**config.mk**
```make
export PLATFORM = sky130hd
export DESIGN_NAME = mc_control_fsm_flat
export DESIGN_NICKNAME = d
export VERILOG_FILES = /design/src/rtl/mc_control_fsm_if.sv /design/src/rtl/mc_control_fsm.sv /design/src/flat_wrapper.sv
export SDC_FILE = /design/constraint.sdc
export NUM_CORES = 1
export LEC_CHECK = 0
export CAP_MARGIN = 20
export CORE_MARGIN = 1
export CORE_UTILIZATION = 47
export DETAILED_ROUTE_END_ITERATION = 12
export GPL_TIMING_DRIVEN = 0
export HOLD_SLACK_MARGIN = 0.12
export PLACE_DENSITY = 0.84
export SYNTH_ARGS = -nofsm -noshare
export SYNTH_HDL_FRONTEND = slang
export SYNTH_SLANG_ARGS = --single-unit
```
**constraint.sdc**
```tcl
create_clock -name clk -period 3.4 [get_ports clk]
set_input_delay 0.68 -clock clk [delete_from_list [all_inputs] [get_ports clk]]
set_output_delay 0.68 -clock clk [all_outputs]
set_load 0.02 [all_outputs]
```
**src/rtl/mc_control_fsm_if.sv**
```systemverilog
// Control bundle between the multicycle controller and the datapath.
// The controller holds the slave modport; the datapath (or a bench) holds master.
interface mc_control_fsm_if;
  logic [5:0] opcode;
  logic       stall;
  logic       pc_write;
  logic       pc_write_cond;
  logic       i_or_d;
  logic       mem_read;
  logic       mem_write;
  logic       ir_write;
  logic       mem_to_reg;
  logic       reg_write;
  logic       reg_dst;
  logic       alu_src_a;
  logic [1:0] alu_src_b;
  logic [1:0] alu_op;
  logic [1:0] pc_source;
  logic       half;
  logic       half_unsigned;
  logic       illegal_op;
  logic [3:0] state;

  modport master (
    output opcode, stall,
    input  pc_write, pc_write_cond, i_or_d, mem_read, mem_write, ir_write,
           mem_to_reg, reg_write, reg_dst, alu_src_a, alu_src_b, alu_op,
           pc_source, half, half_unsigned, illegal_op, state
  );

  modport slave (
    input  opcode, stall,
    output pc_write, pc_write_cond, i_or_d, mem_read, mem_write, ir_write,
           mem_to_reg, reg_write, reg_dst, alu_src_a, alu_src_b, alu_op,
           pc_source, half, half_unsigned, illegal_op, state
  );
endinterface

```
**src/rtl/mc_control_fsm.sv**
```systemverilog
// Multicycle MIPS main controller: sequences fetch/decode/execute/memory/writeback
// with configurable memory wait states, optional halfword loads, stall and illegal-opcode detect.
module mc_control_fsm #(
  parameter int MEM_WAIT = 0,
  parameter bit HALF_EN  = 1'b1
) (
  input  logic          clk,
  input  logic          reset,
  mc_control_fsm_if.slave bus
);

  typedef enum logic [3:0] {
    S_FETCH    = 4'd0,
    S_DECODE   = 4'd1,
    S_MEM_ADDR = 4'd2,
    S_MEM_RD   = 4'd3,
    S_MEM_WB   = 4'd4,
    S_MEM_WR   = 4'd5,
    S_EXEC_R   = 4'd6,
    S_R_WB     = 4'd7,
    S_EXEC_I   = 4'd8,
    S_I_WB     = 4'd9,
    S_BRANCH   = 4'd10,
    S_JUMP     = 4'd11
  } state_e;

  localparam int              CW       = (MEM_WAIT > 0) ? $clog2(MEM_WAIT + 1) : 1;
  localparam logic [CW-1:0]   WAIT_MAX = CW'(MEM_WAIT);
  localparam logic [CW-1:0]   CNT_ONE  = CW'(1);

  localparam logic [5:0] OP_RTYPE = 6'b000000;
  localparam logic [5:0] OP_ADDI  = 6'b001000;
  localparam logic [5:0] OP_LW    = 6'b100011;
  localparam logic [5:0] OP_SW    = 6'b101011;
  localparam logic [5:0] OP_LH    = 6'b100001;
  localparam logic [5:0] OP_LHU   = 6'b100101;
  localparam logic [5:0] OP_BEQ   = 6'b000100;
  localparam logic [5:0] OP_J     = 6'b000010;

  state_e        state_q, state_d;
  logic [CW-1:0] cnt_q, cnt_d;
  logic [5:0]    op_q, op_d;
  logic          decode_illegal;
  logic          last_wait;

  assign last_wait = (cnt_q == WAIT_MAX);

  // NOTE: every always_comb target gets a default first, so no path can infer a latch.
  always_comb begin
    state_d        = state_q;
    cnt_d          = cnt_q;
    op_d           = op_q;
    decode_illegal = 1'b0;

    if (!bus.stall) begin
      case (state_q)
        S_FETCH: begin
          if (last_wait) state_d = S_DECODE;
          else           cnt_d   = cnt_q + CNT_ONE;
        end
        S_DECODE: begin
          op_d = bus.opcode;
          case (bus.opcode)
            OP_RTYPE:      state_d = S_EXEC_R;
            OP_ADDI:       state_d = S_EXEC_I;
            OP_LW, OP_SW:  state_d = S_MEM_ADDR;
            OP_LH, OP_LHU: begin
              if (HALF_EN) begin
                state_d = S_MEM_ADDR;
              end else begin
                state_d        = S_FETCH;
                decode_illegal = 1'b1;
              end
            end
            OP_BEQ:        state_d = S_BRANCH;
            OP_J:          state_d = S_JUMP;
            default: begin
              state_d        = S_FETCH;
              decode_illegal = 1'b1;
            end
          endcase
        end
        S_MEM_ADDR: state_d = (op_q == OP_SW) ? S_MEM_WR : S_MEM_RD;
        S_MEM_RD: begin
          if (last_wait) state_d = S_MEM_WB;
          else           cnt_d   = cnt_q + CNT_ONE;
        end
        S_MEM_WR: begin
          if (last_wait) state_d = S_FETCH;
          else           cnt_d   = cnt_q + CNT_ONE;
        end
        S_EXEC_R: state_d = S_R_WB;
        S_EXEC_I: state_d = S_I_WB;
        default:  state_d = S_FETCH;
      endcase

      // Each memory phase starts counting from zero; the count stops at WAIT_MAX.
      if (state_d != state_q) cnt_d = '0;
    end
  end

  // NOTE: sequential state uses non-blocking assignments so all flops update together.
  always_ff @(posedge clk) begin
    if (reset) begin
      state_q <= S_FETCH;
      cnt_q   <= '0;
      op_q    <= '0;
    end else begin
      state_q <= state_d;
      cnt_q   <= cnt_d;
      op_q    <= op_d;
    end
  end

  // Write enables are blanked during stall; reads and mux selects keep their state values.
  always_comb begin
    bus.pc_write      = 1'b0;
    bus.pc_write_cond = 1'b0;
    bus.i_or_d        = 1'b0;
    bus.mem_read      = 1'b0;
    bus.mem_write     = 1'b0;
    bus.ir_write      = 1'b0;
    bus.mem_to_reg    = 1'b0;
    bus.reg_write     = 1'b0;
    bus.reg_dst       = 1'b0;
    bus.alu_src_a     = 1'b0;
    bus.alu_src_b     = 2'b00;
    bus.alu_op        = 2'b00;
    bus.pc_source     = 2'b00;
    bus.half          = 1'b0;
    bus.half_unsigned = 1'b0;
    bus.illegal_op    = 1'b0;
    bus.state         = 4'd0;

    if (!reset) begin
      bus.state      = state_q;
      bus.illegal_op = decode_illegal;
      case (state_q)
        S_FETCH: begin
          bus.mem_read  = 1'b1;
          bus.alu_src_b = 2'b01;
          bus.ir_write  = last_wait && !bus.stall;
          bus.pc_write  = last_wait && !bus.stall;
        end
        S_DECODE:   bus.alu_src_b = 2'b11;
        S_MEM_ADDR: begin
          bus.alu_src_a = 1'b1;
          bus.alu_src_b = 2'b10;
        end
        S_MEM_RD: begin
          bus.mem_read = 1'b1;
          bus.i_or_d   = 1'b1;
        end
        S_MEM_WB: begin
          bus.reg_write     = !bus.stall;
          bus.mem_to_reg    = 1'b1;
          bus.half          = HALF_EN && ((op_q == OP_LH) || (op_q == OP_LHU));
          bus.half_unsigned = HALF_EN && (op_q == OP_LHU);
        end
        S_MEM_WR: begin
          bus.mem_write = !bus.stall;
          bus.i_or_d    = 1'b1;
        end
        S_EXEC_R: begin
          bus.alu_src_a = 1'b1;
          bus.alu_op    = 2'b10;
        end
        S_R_WB: begin
          bus.reg_write = !bus.stall;
          bus.reg_dst   = 1'b1;
        end
        S_EXEC_I: begin
          bus.alu_src_a = 1'b1;
          bus.alu_src_b = 2'b10;
        end
        S_I_WB:     bus.reg_write = !bus.stall;
        S_BRANCH: begin
          bus.alu_src_a     = 1'b1;
          bus.alu_op        = 2'b01;
          bus.pc_write_cond = !bus.stall;
          bus.pc_source     = 2'b01;
        end
        S_JUMP: begin
          bus.pc_write  = !bus.stall;
          bus.pc_source = 2'b10;
        end
        default: ;
      endcase
    end
  end

endmodule

```
**src/flat_wrapper.sv**
```systemverilog
// flat-port wrapper written by rule: the top's interface ports become plain ports
module mc_control_fsm_flat 
#(
  parameter int MEM_WAIT = 0,
  parameter bit HALF_EN  = 1'b1
)
  (clk, reset, bus_opcode, bus_stall, bus_pc_write, bus_pc_write_cond, bus_i_or_d, bus_mem_read, bus_mem_write, bus_ir_write, bus_mem_to_reg, bus_reg_write, bus_reg_dst, bus_alu_src_a, bus_alu_src_b, bus_alu_op, bus_pc_source, bus_half, bus_half_unsigned, bus_illegal_op, bus_state);
  mc_control_fsm_if bus_i ();
  input  logic clk;
  input  logic reset;
  input wire logic [$bits(bus_i.opcode)-1:0] bus_opcode;
  input wire logic [$bits(bus_i.stall)-1:0] bus_stall;
  output wire logic [$bits(bus_i.pc_write)-1:0] bus_pc_write;
  output wire logic [$bits(bus_i.pc_write_cond)-1:0] bus_pc_write_cond;
  output wire logic [$bits(bus_i.i_or_d)-1:0] bus_i_or_d;
  output wire logic [$bits(bus_i.mem_read)-1:0] bus_mem_read;
  output wire logic [$bits(bus_i.mem_write)-1:0] bus_mem_write;
  output wire logic [$bits(bus_i.ir_write)-1:0] bus_ir_write;
  output wire logic [$bits(bus_i.mem_to_reg)-1:0] bus_mem_to_reg;
  output wire logic [$bits(bus_i.reg_write)-1:0] bus_reg_write;
  output wire logic [$bits(bus_i.reg_dst)-1:0] bus_reg_dst;
  output wire logic [$bits(bus_i.alu_src_a)-1:0] bus_alu_src_a;
  output wire logic [$bits(bus_i.alu_src_b)-1:0] bus_alu_src_b;
  output wire logic [$bits(bus_i.alu_op)-1:0] bus_alu_op;
  output wire logic [$bits(bus_i.pc_source)-1:0] bus_pc_source;
  output wire logic [$bits(bus_i.half)-1:0] bus_half;
  output wire logic [$bits(bus_i.half_unsigned)-1:0] bus_half_unsigned;
  output wire logic [$bits(bus_i.illegal_op)-1:0] bus_illegal_op;
  output wire logic [$bits(bus_i.state)-1:0] bus_state;
  assign bus_i.opcode = bus_opcode;
  assign bus_i.stall = bus_stall;
  assign bus_pc_write = bus_i.pc_write;
  assign bus_pc_write_cond = bus_i.pc_write_cond;
  assign bus_i_or_d = bus_i.i_or_d;
  assign bus_mem_read = bus_i.mem_read;
  assign bus_mem_write = bus_i.mem_write;
  assign bus_ir_write = bus_i.ir_write;
  assign bus_mem_to_reg = bus_i.mem_to_reg;
  assign bus_reg_write = bus_i.reg_write;
  assign bus_reg_dst = bus_i.reg_dst;
  assign bus_alu_src_a = bus_i.alu_src_a;
  assign bus_alu_src_b = bus_i.alu_src_b;
  assign bus_alu_op = bus_i.alu_op;
  assign bus_pc_source = bus_i.pc_source;
  assign bus_half = bus_i.half;
  assign bus_half_unsigned = bus_i.half_unsigned;
  assign bus_illegal_op = bus_i.illegal_op;
  assign bus_state = bus_i.state;
  mc_control_fsm #(.MEM_WAIT(MEM_WAIT), .HALF_EN(HALF_EN)) u_core (.clk(clk), .reset(reset), .bus(bus_i));
endmodule
```
Word level (Yosys, flattened, before mapping)
Cells that the tools add are included.
- bits in registers: 11
- output and inout bits: 23
- logic and storage cells: 89
- $add $sub $neg: 1
- equality and inequality tests: 22
- mux-type cells: 45
- bitwise gates (word level): 2
- reductions and logical operators: 16
- operators with widths (cell ; count):
    $eq A6 B6 Y1 const B ; 7
    $mux W1 ; 30
    $pmux W4 S7 ; 1
    $mux W4 ; 5
    $pmux W4 S5 ; 1
    $eq A4 B3 Y1 const B ; 4
    $eq A4 B4 Y1 const B ; 4
    $eq A4 B2 Y1 const B ; 2
    $pmux W2 S2 ; 2
    $reduce_or A4 Y1 ; 2
    $reduce_or A8 Y1 ; 1
    $eq A6 B2 Y1 const B ; 1
    $eq A6 B3 Y1 const B ; 1
    $eq A6 B4 Y1 const B ; 1
    $logic_not A6 Y1 ; 1
    $mux W2 ; 3
    $pmux W2 S3 ; 1
    $reduce_or A2 Y1 ; 3
    $reduce_or A3 Y1 ; 2
    $eq A4 B1 Y1 const B ; 1
    $logic_not A4 Y1 ; 1
    $ne A4 B4 Y1 ; 1
    $reduce_and A2 Y1 ; 2
    $mux W3 ; 1
    7 further kinds ; 8

Depth between registers and ports, before layout
- word-level depth: 8
- depth in mapped cells: 5
- mapped depth without buffers: 3

Worst setup path before layout
OpenSTA, ideal clock, no wires.
- kind: input to output
- start: input port reset
- end: output port bus_alu_op[1]
- arrival time: 1.920 ns
- slack: 0.800 ns
- stages: 4
- path buffers: 1
- cells stage by stage: clkbuf_1 -> nor2b_1 -> nand2_1 -> nor3_1
- word-level cells in the longest chain between the ends: 1
- ends and longest elaborated chain (item ; line ; source):
    start: declaration ; flat_wrapper.sv:10 ; input logic reset;
    $mux W2 ; mc_control_fsm.sv:135 ; if (!reset) begin
    end: declaration ; flat_wrapper.sv:24 ; output wire logic [$bits(bus_i.alu_op)-1:0] bus_alu_op;
Every way passes these cells.

Worst setup path in the final report
- start: input port bus_stall
- end: output port bus_illegal_op
- word-level cells in the longest chain between the ends: 2
- ends and longest elaborated chain (item ; line ; source):
    start: declaration ; flat_wrapper.sv:12 ; input wire logic [$bits(bus_i.stall)-1:0] bus_stall;
    $mux W1 ; mc_control_fsm.sv:55 ; if (!bus.stall) begin
    $mux W1 ; mc_control_fsm.sv:135 ;
    end: declaration ; flat_wrapper.sv:28 ; output wire logic [$bits(bus_i.illegal_op)-1:0] bus_illegal_op;
Every way passes these cells.

==> metrics <==
gpl congestion 0.806; fraction of layout instances using a drive strength above 1 approximately 8.3%; Clk Latency, worst-skew pair 0.27 ns; Rows 15; peak supply drop 162 uV; Final Skew 0.00108 ns; leakage ~0.40 nW; FFs w/ async S/R, synth 0%; Synth Area in Compound Gates between 20% and 30%; CTS tree built; critical path class in2out; cell family with most CP delay buffers and inverters; final setup vio count 0; total chip power 0.292 mW; GRT busiest layer met2; Post-Route WL 2450 um; Routed Antenna Nets 0; post-synth cell types 39; Nets 167; total gr overflow 0; Die Span Y between 40 and 50 um; hpwl dp around 1900 um; largest cells by area after synthesis dfxtp_1 (23%), o21ai_0 (6.9%), nor3_1 (5.2%); fin area about 1200 um2; slowest cell delay on critical path 0.60 ns; Worst Max-Slew Pin Slew 0.736 ns; Num CTS Buffers 3; Slowest-stage cell, CP clkdlybuf4s50_1; Yosys top cell area share 23.0%; Critical Path AT 2.55 ns; simple-gate portion of the synthesized area 41.2%; Initial Utilization 50.4%; vias in the first global route 862; synthesized area 870 um2; largest area contributor in the netlist dfxtp_1; Worst-path clk slew 0.06 ns; Syn Nets 132; Resized Gates After CTS 0; register area share after synthesis 23.0%; Rel. slew slack 50.8%; DR vias around 1000; Placed Instance Area around 1200 um2; endpoint class of the critical path output pin; Total GRT Usage 26.2%; Commonest cells post-synth o21ai_0 (12), clkbuf_1 (10), dfxtp_1 (10), nor2_1 (10), nor3_1 (9); Layout area overhead 41.2%; met2 Use GR roughly two fifths; # Post-CTS Setup Buffers 0; syn avg cell area 7.07 um2; setup TNS 0 ns; Hold-fix buffers, CTS 0; chip width 45.0 um; root buf cell clkbuf_4; vias per inst 5.78; die footprint just over 2000 um2; RSZ-0062 raised after global routing no; H-Tree Depth 1; DRT Pass-1 Iters 4; worst path required time 2.72 ns; post-route worst setup slack roughly 0.17 ns; DRC Markers 0; Post-synth EDFFs 0; nature of the critical path startpoint primary input; # IOs 32; initial antenna violation count 0; Fillers 157; ant diodes 0; Hold Violations, Final 0; first-pass GRT wire length 3890 um; Bufs and invs on worst path 3; max_cap viols 0; crit-path cells clkdlybuf4s50_1 -> clkbuf_1 -> nor2_2 -> o2111a_1 -> clkdlybuf4s50_1; GRT met1 Usage 36.4%; largest family of logic cells by synthesized area simple AND/OR/NAND/NOR gates; most common cell type on the critical path clkdlybuf4s50_1; Core ar. 1730 um2; Slew Viols, Final 0; crit-path max FO 10; Yosys Warn Count 0; Adder-Cell Fraction of Synth Area 0%; CTS Buffer Depth 2; mux cell area share after synthesis 1.15%; fin crit share 95.1%; most frequent cell after synthesis o21ai_0; f_max between 0.3 and 0.4 GHz; largest net degree at the start of global routing 11; Final min period about 3.2 ns; met3 Use GR roughly 4.8%; Top FF cell, synth dfxtp_1; Cells after Synth 123; flops & latches, synth 10; pre-CTS setup slack 0.0655 ns; Tightest Hold Check Type reg2reg; CTS Sinks 10; Initial DRC Count 33; Routed wire per std cell 13.5 um; number of port buffers 30; XOR/XNOR Fraction of Synth Area 5.04%; run status finished, final reports clean; PwrDens 238 nW/um2
==> state kept, by name, indices dropped and copies added (netlist names) <==
name and count:
u_core.op_q 6, u_core.state_q 4
==> layout by cell type (no fill, tap or decap), drive strengths merged, types with 3 or more instances in the layout <==
cell type      Yosys  layout
nand3              8       8
nor3b              4       4
o21ai             12      12
or2                3       3
clkdlybuf4s50      0      30
clkbuf            10      13
buf                4       4
nor2b              3       3
nand2              8       8
xor2               3       3
nor3               9       9
a21oi              8       8
nor4               3       3
nor2              10      10
dfxtp             10      10
==> area by class of cell <==
type / instances / area (um2) / share of cell area, %
well taps: 25 / 31.3 / 2.55
inverters: 1 / 3.75 / 0.306
clock buffers: 3 / 22.5 / 1.83
plain buffers: 14 / 66.3 / 5.40
repair buffers: 30 / 300 / 24.5
multi-input cells: 98 / 603 / 49.1
flip-flops and latches: 10 / 200 / 16.3
==> routing by layer <==
layer	wire [um]	vias to the layer above
met5	0	-
met4	23	0
met3	123	3
met2	1190	37
met1	1110	488
li1	-	519
==> tightest hold or removal path, cell delays in order, from the launching register on <==
cell and delay [ns]:
dfxtp_1 0.31, o21ai_0 0.07, a21oi_1 0.06
==> through the flow <==
step	hold slack (ns)	std cells	utilization [%]
global placement	0.464	178	69.6
floorplan	0.448	123	-
detailed placement	0.470	178	69.6
CTS	0.478	181	70.9
finish	0.481	181	71.1
global route	0.517	181	71.1
==> final timing paths <==
check / startpoint / endpoint / slack (ns) / depth (start not counted)
setup / recovery: bus_stall / bus_illegal_op / 0.17 / 5
hold / removal: u_core.op_q[4] / u_core.op_q[4] / 0.48 / 2
setup reg to reg: u_core.state_q[3] / u_core.op_q[2] / 1.75 / 4
hold reg to reg: u_core.op_q[4] / u_core.op_q[4] / 0.48 / 2
==> cell families after synthesis <==
family          after synthesis
flops                        10
buf+inv                      15
xor+xnor                      5
compound gates               31
simple gates                 61
mux                           1
==> power breakdown <==
part | leakage, nW | internal, mW | switching, mW | total, mW
Combinational | 0.308 | 0.0374 | 0.0500 | 0.0874
Sequential | 0.0813 | 0.122 | 0.00207 | 0.124
Clock | 0.0138 | 0.0409 | 0.0404 | 0.0813
No activity file was read; power rests on OpenSTA's default activity.
